File: config.mk
export PLATFORM = sky130hd
export DESIGN_NAME = mem_fill_arbiter
export DESIGN_NICKNAME = d
export VERILOG_FILES = /design/src/rtl/mem_fill_arbiter.sv
export SDC_FILE = /design/constraint.sdc
export NUM_CORES = 1
export LEC_CHECK = 0
export ABC_AREA = 1
export BUFFER_PORTS_ARGS = -buffer_cell sky130_fd_sc_hd__buf_4
export CAP_MARGIN = 20
export CORE_ASPECT_RATIO = 0.9
export CORE_MARGIN = 8
export CORE_UTILIZATION = 42
export DETAILED_ROUTE_END_ITERATION = 10
export GPL_ROUTABILITY_DRIVEN = 0
export PLACE_DENSITY = 0.87
export RECOVER_POWER = 25
export SYNTH_ARGS = -nofsm -noshare
export SYNTH_HDL_FRONTEND = slang
export SYNTH_SLANG_ARGS = --single-unit
File: constraint.sdc
create_clock -name clk -period 3.05 [get_ports clk]
set_clock_uncertainty 0.1 [all_clocks]
set_input_delay 0.1525 -clock clk [delete_from_list [all_inputs] [get_ports clk]]
set_output_delay 0.1525 -clock clk [all_outputs]
set_load 0.01 [all_outputs]
File: src/rtl/mem_fill_arbiter.sv
// rtl/mem_fill_arbiter.sv - shared main-memory sequencer for I/D cache block fills and D write-through stores
`timescale 1ns/1ps
module mem_fill_arbiter #(
    parameter int MEM_LAT = 4,
    parameter int WORDS   = 8
) (
    input  logic                     clk,
    input  logic                     rst,
    input  logic                     i_miss,
    input  logic [15:0]              i_miss_addr,
    input  logic                     d_miss,
    input  logic [15:0]              d_miss_addr,
    input  logic                     d_wr_req,
    input  logic [15:0]              d_wr_addr,
    input  logic [15:0]              d_wr_data,
    input  logic [15:0]              mem_data_in,
    input  logic                     mem_data_valid,
    output logic                     mem_en,
    output logic                     mem_wr,
    output logic [15:0]              mem_addr,
    output logic [15:0]              mem_data_out,
    output logic [15:0]              fill_data,
    output logic [$clog2(WORDS)-1:0] fill_word,
    output logic                     i_fill_we,
    output logic                     d_fill_we,
    output logic                     i_tag_we,
    output logic                     d_tag_we,
    output logic                     d_wr_ack,
    output logic                     arb_busy
);

    localparam int WIDX_W = $clog2(WORDS);
    localparam int AGE_W  = $clog2(MEM_LAT + 1);

    localparam logic [WIDX_W:0]   ISSUE_END = (WIDX_W + 1)'(WORDS);
    localparam logic [WIDX_W:0]   ISSUE_ONE = (WIDX_W + 1)'(1);
    localparam logic [WIDX_W-1:0] LAST_WORD = WIDX_W'(WORDS - 1);
    localparam logic [WIDX_W-1:0] WORD_ONE  = WIDX_W'(1);
    localparam logic [AGE_W-1:0]  AGE_READY = AGE_W'(MEM_LAT);
    localparam logic [AGE_W-1:0]  AGE_ONE   = AGE_W'(1);
    localparam logic [15:0]       BLK_MASK  = ~16'(2 * WORDS - 1);

    typedef enum logic {ST_IDLE, ST_FILL} state_t;

    state_t              r_state;
    state_t              w_state_nxt;
    logic                r_grant_d;
    logic [15:0]         r_base;
    logic [WIDX_W:0]     r_issue_cnt;
    logic [WIDX_W-1:0]   r_recv_cnt;
    logic [AGE_W-1:0]    r_age;

    logic                w_start;
    logic                w_grant_d_nxt;
    logic [15:0]         w_base_nxt;
    logic                w_issue;
    logic                w_recv;
    logic                w_last;

    always_comb begin
        w_state_nxt   = r_state;
        w_start       = 1'b0;
        w_grant_d_nxt = r_grant_d;
        w_base_nxt    = r_base;
        w_issue       = 1'b0;
        w_recv        = 1'b0;
        w_last        = 1'b0;
        mem_en        = 1'b0;
        mem_wr        = 1'b0;
        mem_addr      = 16'h0000;
        mem_data_out  = 16'h0000;
        fill_data     = 16'h0000;
        fill_word     = '0;
        i_fill_we     = 1'b0;
        d_fill_we     = 1'b0;
        i_tag_we      = 1'b0;
        d_tag_we      = 1'b0;
        d_wr_ack      = 1'b0;
        arb_busy      = 1'b0;

        if (!rst) begin
            unique case (r_state)
                ST_IDLE: begin
                    if (d_miss) begin
                        w_start       = 1'b1;
                        w_grant_d_nxt = 1'b1;
                        w_base_nxt    = d_miss_addr & BLK_MASK;
                    end else if (d_wr_req) begin
                        mem_en       = 1'b1;
                        mem_wr       = 1'b1;
                        mem_addr     = d_wr_addr;
                        mem_data_out = d_wr_data;
                        d_wr_ack     = 1'b1;
                    end else if (i_miss) begin
                        w_start       = 1'b1;
                        w_grant_d_nxt = 1'b0;
                        w_base_nxt    = i_miss_addr & BLK_MASK;
                    end
                end
                ST_FILL: begin
                    arb_busy = 1'b1;
                    w_issue  = (r_issue_cnt < ISSUE_END);
                    if (w_issue) begin
                        mem_en   = 1'b1;
                        mem_addr = r_base + 16'({r_issue_cnt[WIDX_W-1:0], 1'b0});
                    end
                    // No read of this fill can return before MEM_LAT cycles in, so earlier valids are stale.
                    w_recv = mem_data_valid && (r_age == AGE_READY);
                    if (w_recv) begin
                        fill_data = mem_data_in;
                        fill_word = r_recv_cnt;
                        i_fill_we = !r_grant_d;
                        d_fill_we = r_grant_d;
                        w_last    = (r_recv_cnt == LAST_WORD);
                        i_tag_we  = w_last && !r_grant_d;
                        d_tag_we  = w_last && r_grant_d;
                    end
                end
                default: ;
            endcase
            if (w_start) w_state_nxt = ST_FILL;
            if (w_last)  w_state_nxt = ST_IDLE;
        end
    end

    always_ff @(posedge clk) begin
        if (rst) begin
            r_state     <= ST_IDLE;
            r_grant_d   <= 1'b0;
            r_base      <= 16'h0000;
            r_issue_cnt <= '0;
            r_recv_cnt  <= '0;
            r_age       <= '0;
        end else begin
            r_state   <= w_state_nxt;
            r_grant_d <= w_grant_d_nxt;
            r_base    <= w_base_nxt;
            if (r_state == ST_IDLE || w_last) begin
                r_issue_cnt <= '0;
                r_recv_cnt  <= '0;
                r_age       <= '0;
            end else begin
                if (w_issue)               r_issue_cnt <= r_issue_cnt + ISSUE_ONE;
                if (w_recv)                r_recv_cnt  <= r_recv_cnt + WORD_ONE;
                if (r_age != AGE_READY)    r_age       <= r_age + AGE_ONE;
            end
        end
    end

endmodule

==> results of run 1 <==
-- Yosys cell counts --
library cell,count
clkbuf_2,1
nand4_1,1
nand3_4,1
nand2_2,2
nor2_2,1
inv_1,58
a21oi_1,5
nor3_1,2
xor2_1,2
nand2_1,101
inv_4,1
buf_6,3
o21ai_1,8
nand2_4,1
inv_2,5
dfxtp_1,24
nor2_1,69
buf_4,2
ha_1,5
nor2_4,1
xnor2_1,1
buf_2,5
o21ai_0,4
o21ai_2,1
nand3_1,7
-- metrics by stage --
stage                     setup WS (ns)  utilization, %
after detailed placement           1.37            68.1
after floorplan                    1.58               -
after global routing              0.691            68.9
after global placement             1.40            68.1
final                             0.931            68.9
after CTS                          1.07            69.4
-- critical path: cells and delay by family, from the launching register on --
family / cells / cell delay (ns)
compound gates: 1 / 0.30
simple gates: 2 / 0.72
buf+inv: 2 / 0.23
flops: 1 / 0.36
-- state kept, by name (all words and copies together), names as in the netlist --
| signal | flops |
|---|---|
| r_state | 1 |
| r_age | 3 |
| r_grant_d | 1 |
| r_issue_cnt | 4 |
| r_base | 12 |
| r_recv_cnt | 3 |
-- layer usage --
metal,global-route usage (%),vias to the layer above
li1,-,1154
met1,20.2,900
met2,28.9,87
met3,4.22,9
met4,5.34,0
met5,0,-
-- cell usage in the layout, fill, tap and decap left out, drive strengths merged --
cell type	n
buf	136
nand2	104
nor2	71
inv	64
dfxtp	24
o21ai	13
nand3	8
a21oi	5
ha	5
clkbuf	4
nor3	2
xor2	2
nand4	1
xnor2	1
-- logic make-up (layout without fill, tap and decap cells) --
kind of cell	after synthesis	count (layout)	synth area share [%]
AND/OR/NAND/NOR	186	186	43.2
adder cells (fa/ha/maj)	5	5	3.61
buffers and inverters	75	204	18.6
AO/OA/AOI/OAI	18	18	5.42
XOR/XNOR	3	3	1.52
flip-flops	24	24	27.7
-- power groups by stage --
stage / registers [uW] / logic [uW] / clock network (uW)
finish: 349 / 258 / 214
global route: 351 / 289 / 234
CTS: 350 / 263 / 221
detailed placement: 357 / 262 / 0
global placement: 356 / 257 / 0
floorplan: 354 / 139 / 0
-- final cells by class --
| type | count | area (sq um) |
|---|---|---|
| flip-flops and latches | 24 | 480 |
| well taps | 48 | 60.1 |
| clock buffers | 4 | 55.1 |
| fillers | 388 | 1250 |
| inverters | 64 | 243 |
| multi-input cells | 212 | 908 |
| repair buffers | 136 | 1020 |
-- worst max path at each step --
stage | start | cells after the start | end | slack, ns
final | r_state | 5 | mem_addr[5] | 0.93
after global routing | r_state | 5 | mem_addr[5] | 0.69
after CTS | r_age[0] | 7 | d_tag_we | 1.07
after detailed placement | r_age[0] | 7 | d_tag_we | 1.37
after global placement | r_age[0] | 7 | d_tag_we | 1.40
after floorplan | r_age[0] | 7 | d_fill_we | 1.58
==> flow_summary.json, run 1 <==
{
  "cap_viol_max_count": 0,
  "clkSlewWorstSetupHoldPaths_ns": 0.08,
  "worstReg2RegEnd": "r_issue_cnt[2]",
  "yosysWarnings": 0,
  "endpoint_kind": "output pin",
  "postCtsSetupRepairBufs": 0,
  "critPathLaunchType": "register",
  "reg2reg_depth": 5,
  "synth_nets": 402,
  "tightest_slew_ns": 0.878,
  "place_inst": 484,
  "drt_wl_total_um": 5850,
  "relSlewSlack_pct": 41.3,
  "p_comb_share_pct": 31.4,
  "hold_depth": 5,
  "io_pins": 145,
  "crit_path_max_fanout": 16,
  "coreArea_sq_um": 4020,
  "cts_htree_levels": 1,
  "netlist_area_sq_um": 1730,
  "diodes": 0,
  "grt_max_degree": 26,
  "final_cell_area_sq_um": 2770,
  "whs_endpoint": "r_base[12]",
  "crit_arrival_ns": 1.87,
  "syn_inst": 311,
  "synth.top_cell.area_share_pct": 27.7,
  "port_buffers": 136,
  "period_share_pct": 69.5,
  "period_needed_ns": 2.12,
  "start_util_pct": 43.1,
  "tns_ns": 0,
  "hp-class": "input pin to register",
  "ctsResizeCount": 0,
  "drv_slew": 0,
  "cts-root-buf": "clkbuf_8",
  "status": "finished clean",
  "postRouteAntennaNets": 0,
  "hold_buffers": 0,
  "switchingPower_uw": 239,
  "power_density_nw_per_um2": 297,
  "cts_buffers": 3,
  "nNetsFinal": 532,
  "cp_data_required_time_ns": 2.80,
  "cpMaxStageDelayCell": "nand2_1",
  "power.leakage_uw": 0.00170,
  "setup_violations": 0,
  "wire_per_inst_um": 12.0,
  "insertion_delay_ns": 0.26,
  "yosysTopAreaCell": "dfxtp_1",
  "top_layer_used": "met4",
  "drive_gt1_share_pct": 33.9,
  "grt_usage_pct": 17.0,
  "yosysUniqueCellTypes": 25,
  "drc": 0,
  "path_cells": "inv_1 -> nor2_1 -> nand2_1 -> o21ai_0 -> buf_4",
  "antenna_found_initial": 0,
  "clock_power_share_pct": 26.1,
  "viasPerCell": 4.41,
  "drt_first_pass_iters": 4,
  "clock-sinks": 24,
  "first_global_vias": 1952,
  "drt_iter0_markers": 130,
  "fmax_mhz": 472,
  "intPower_uw": 581,
  "irDropWorstVdd_v": 0.000250,
  "synth-seq-area-share_pct": 27.7,
  "dieWidth_um": 83.7,
  "die_y_um": 76.9,
  "num_vias": 2150,
  "holdWs_ns": 0.100,
  "r2r_start": "r_state",
  "clk_path_buf_depth": 2,
  "yosys-top-cells-area": "dfxtp_1 (28%), nand2_1 (22%), nor2_1 (15%)",
  "slowest_delay_ns": 0.44,
  "total_power_uw": 821,
  "stdcell_count": 488,
  "area_growth_syn_to_layout_pct": 59.7,
  "grt_pass1_wl_um": 9350,
  "rsz0062_at_grt": "false",
  "place_area_sq_um": 2740,
  "row_count": 22,
  "wl_met2_um": 2790,
  "worstHoldStart": "i_miss_addr[12]",
  "cts_tree": "yes",
  "avgSynthCellArea_sq_um": 5.57,
  "r2r_slack_ns": 1.42,
  "hpwl_um": 4740,
  "synth_seq_cells": 24,
  "hold_viol_final": 0,
  "detailroute.wirelength.met3_um": 409,
  "drt-met1-wl_um": 2550,
  "dieArea_sq_um": 6440,
  "critical_path_class": "register to output pin",
  "sequentialPowerShare_pct": 42.6,
  "grt_overflow_total": 0,
  "netSwitchingFraction_pct": 29.2
}
No activity file was read; power rests on OpenSTA's default activity.
==> inputs of run 2 (changes only) <==
--- a/config.mk
+++ b/config.mk
@@ -5,15 +5,15 @@
 export SDC_FILE = /design/constraint.sdc
 export NUM_CORES = 1
 export LEC_CHECK = 0
-export ABC_AREA = 1
+export ABC_AREA = 0
 export BUFFER_PORTS_ARGS = -buffer_cell sky130_fd_sc_hd__buf_4
 export CAP_MARGIN = 20
 export CORE_ASPECT_RATIO = 0.9
 export CORE_MARGIN = 8
-export CORE_UTILIZATION = 42
+export CORE_UTILIZATION = 38
 export DETAILED_ROUTE_END_ITERATION = 10
 export GPL_ROUTABILITY_DRIVEN = 0
-export PLACE_DENSITY = 0.87
+export PLACE_DENSITY = 0.8
 export RECOVER_POWER = 25
 export SYNTH_ARGS = -nofsm -noshare
 export SYNTH_HDL_FRONTEND = slang
==> constraint.sdc (replaced) <==
create_clock -name clk -period 2.1 [get_ports clk]
set_clock_uncertainty 0.1 [all_clocks]
set_input_delay 0.105 -clock clk [delete_from_list [all_inputs] [get_ports clk]]
set_output_delay 0.105 -clock clk [all_outputs]
set_load 0.01 [all_outputs]
==> run 2 against run 1 <==
Flip-flop and latch count is the same. Final area grew 1.3%. Die area grew 6.3%. Highest routed layer unchanged. Total power grew 55%. Critical path type unchanged. Largest power group unchanged. Hold slack lost 0.043 ns. Largest cell class is now multi-input combinational cells. Clock-buffer cell count shrank 1. Final cell count shrank 20%. Register-to-register slack lost 1.1 ns. Global-route usage shrank 0.62 points. Combinational power grew 36%.
==> flow_summary.json, run 2 <==
{
  "ys.flop_type": "dfxtp_1",
  "crit_arrival_ns": 1.78,
  "nNetsFinal": 419,
  "port_buffers": 136,
  "postCtsSetupRepairBufs": 0,
  "power.leakage_uw": 0.00150,
  "coreArea_sq_um": 4370,
  "status": "finished clean",
  "yosysUniqueCellTypes": 33,
  "crit_family": "simple AND/OR/NAND/NOR gates",
  "grt_pass1_wl_um": 9090,
  "die_y_um": 79.3,
  "met2_usage_pct": 29.3,
  "cpMostUsedCell": "buf_4",
  "grt_usage_pct": 16.3,
  "reg2reg_depth": 3,
  "wire_per_inst_um": 15.3,
  "cts-root-buf": "clkbuf_8",
  "hold_viol_final": 0,
  "regMostFlops": "r_base",
  "path_depth": 6,
  "netSwitchingFraction_pct": 25.0,
  "worst-path-buf-inv": 3,
  "clock_power_share_pct": 32.4,
  "antenna_found_initial": 0,
  "yosys-top-cells-area": "dfxtp_1 (28%), a22o_1 (7.8%), and3_1 (7.8%)",
  "clock-sinks": 24,
  "hold_buffers": 0,
  "layout_common_cells": "buf_4 (141), dfxtp_1 (24), and3_1 (20)",
  "synth-edff-count": 0,
  "period_needed_ns": 1.98,
  "yosysWarnings": 0,
  "switchingPower_uw": 318,
  "diodes": 0,
  "power_density_nw_per_um2": 454,
  "p_comb_share_pct": 27.5,
  "layout_commonest_cell": "buf_4",
  "critical_path_class": "register to output pin",
  "synth_nets": 285,
  "synth_most_common_cell": "dfxtp_1",
  "post-route-util_pct": 64.1,
  "cts_buffers": 3,
  "setup_violations": 0,
  "viasPerCell": 4.84,
  "crit_path_max_fanout": 14,
  "r2r_slack_ns": 0.29,
  "cts_tree": "yes",
  "drt_iter0_markers": 72,
  "drt_wl_total_um": 5940,
  "synth_seq_cells": 24,
  "hpwl_um": 4740,
  "async_flop_share_pct": 0,
  "yosysTopAreaCell": "dfxtp_1",
  "start_util_pct": 38.7,
  "tightest_slew_ns": 0.580,
  "irDropWorstVdd_v": 0.000297,
  "hp-class": "input pin to register",
  "clk_path_buf_depth": 2,
  "syn_inst": 194,
  "use_met3_pct": 5.46,
  "drt_first_pass_iters": 4,
  "fmax_mhz": 505,
  "cp_data_required_time_ns": 1.89,
  "drive_gt1_share_pct": 48.6,
  "dieWidth_um": 86.3,
  "largest_reg_flops": 12,
  "slowest_delay_ns": 0.38,
  "avgSynthCellArea_sq_um": 8.72,
  "relSlewSlack_pct": 61.3,
  "critPathLaunchType": "register",
  "period_share_pct": 94.3,
  "cts_htree_levels": 1,
  "critPathCapture": "fill_data[1]",
  "insertion_delay_ns": 0.27,
  "grt_busiest_layer": "met2",
  "io_pins": 145,
  "path_cells": "inv_1 -> ha_1 -> and3_2 -> buf_4 -> and3_1 -> buf_4",
  "netlist_area_sq_um": 1690,
  "area_growth_syn_to_layout_pct": 65.8,
  "reg_top3": "r_base (12), r_issue_cnt (4)",
  "grt_overflow_total": 0,
  "cap_viol_max_count": 0,
  "sequentialPowerShare_pct": 40.1,
  "synth-seq-area-share_pct": 28.4,
  "crit_start": "r_age[0]",
  "intPower_uw": 955,
  "tns_ns": 0,
  "first_global_vias": 1816,
  "synth.top_cell.area_share_pct": 28.4,
  "postRouteAntennaNets": 0,
  "cpMaxStageDelayCell": "dfxtp_1",
  "row_count": 23,
  "endpoint_kind": "output pin",
  "drv_slew": 0,
  "grtUsageMet1_pct": 18.2,
  "r2r_start": "r_state",
  "dieArea_sq_um": 6850,
  "num_vias": 1884,
  "worst_slack_ns": 0.119,
  "rsz0062_at_grt": "false",
  "synth_commonest_cells": "dfxtp_1 (24), and3_1 (21), and2_1 (19), nor2_1 (19), a22o_1 (15)",
  "drc": 0,
  "worstReg2RegEnd": "r_base[7]",
  "grt_max_degree": 31,
  "dp_slack_ns": 0.232,
  "clkSlewWorstSetupHoldPaths_ns": 0.08
}
-- run 2: cells by family after synthesis --
| family | synth area share, % |
|---|---|
| simple gates | 32.4 |
| flops | 28.4 |
| compound gates | 11.8 |
| fa+ha+maj | 3.70 |
| buf+inv | 7.03 |
| xor+xnor | 1.55 |
| mux | 15.1 |
-- run 2: layout make-up --
cell class / instances / area (sq um)
multi-input combinational: 152 / 1090
inverter: 3 / 11.3
timing repair buffer: 144 / 1070
tap: 62 / 77.6
fill: 386 / 1570
clock inverter: 1 / 30.0
clock buffer: 3 / 41.3
sequential: 24 / 480
-- run 2: power by group through the flow --
| stage | logic (uW) | clock network, uW | registers [uW] |
|---|---|---|---|
| after floorplan | 181 | 0 | 514 |
| after global placement | 345 | 0 | 520 |
| after detailed placement | 352 | 0 | 521 |
| after CTS | 354 | 422 | 511 |
| after global routing | 382 | 441 | 516 |
| final | 350 | 413 | 511 |
-- run 2: worst register-to-register path, stage by stage, from the launching register on --
cell      delay [ns]
dfxtp_1         0.49
o21bai_1        0.22
clkbuf_1        0.49
mux2_2          0.40
-- run 2: routing by layer --
metal	vias up	wire length (um)
met2	77	2970
met1	863	2380
met4	0	54
met5	-	0
li1	939	-
met3	5	539
-- run 2: timing repair --
item                                    CTS  global route
gates resized for setup                   0             1
endpoints found under the setup margin    0            11
endpoints found under the hold margin     0             0
-- run 2: worst min path at each step --
stage	depth (start not counted)	end	start
after detailed placement	4	r_state	d_wr_req
after global routing	4	r_state	d_wr_req
after floorplan	3	r_state	d_wr_req
final	4	r_state	d_wr_req
after global placement	4	r_state	d_wr_req
after CTS	4	r_state	d_wr_req
-- run 2: stage by stage --
step | instance area [sq um] | power (uW) | cells | hold WS, ns
4_1_cts | 2810 | 1290 | 388 | 0.0573
2_1_floorplan | 1690 | 695 | 194 | 0.224
6_report | 2800 | 1270 | 389 | 0.0567
3_5_place_dp | 2740 | 873 | 384 | 0.356
3_3_place_gp | 2740 | 865 | 384 | 0.347
5_1_grt | 2800 | 1340 | 389 | 0.0841
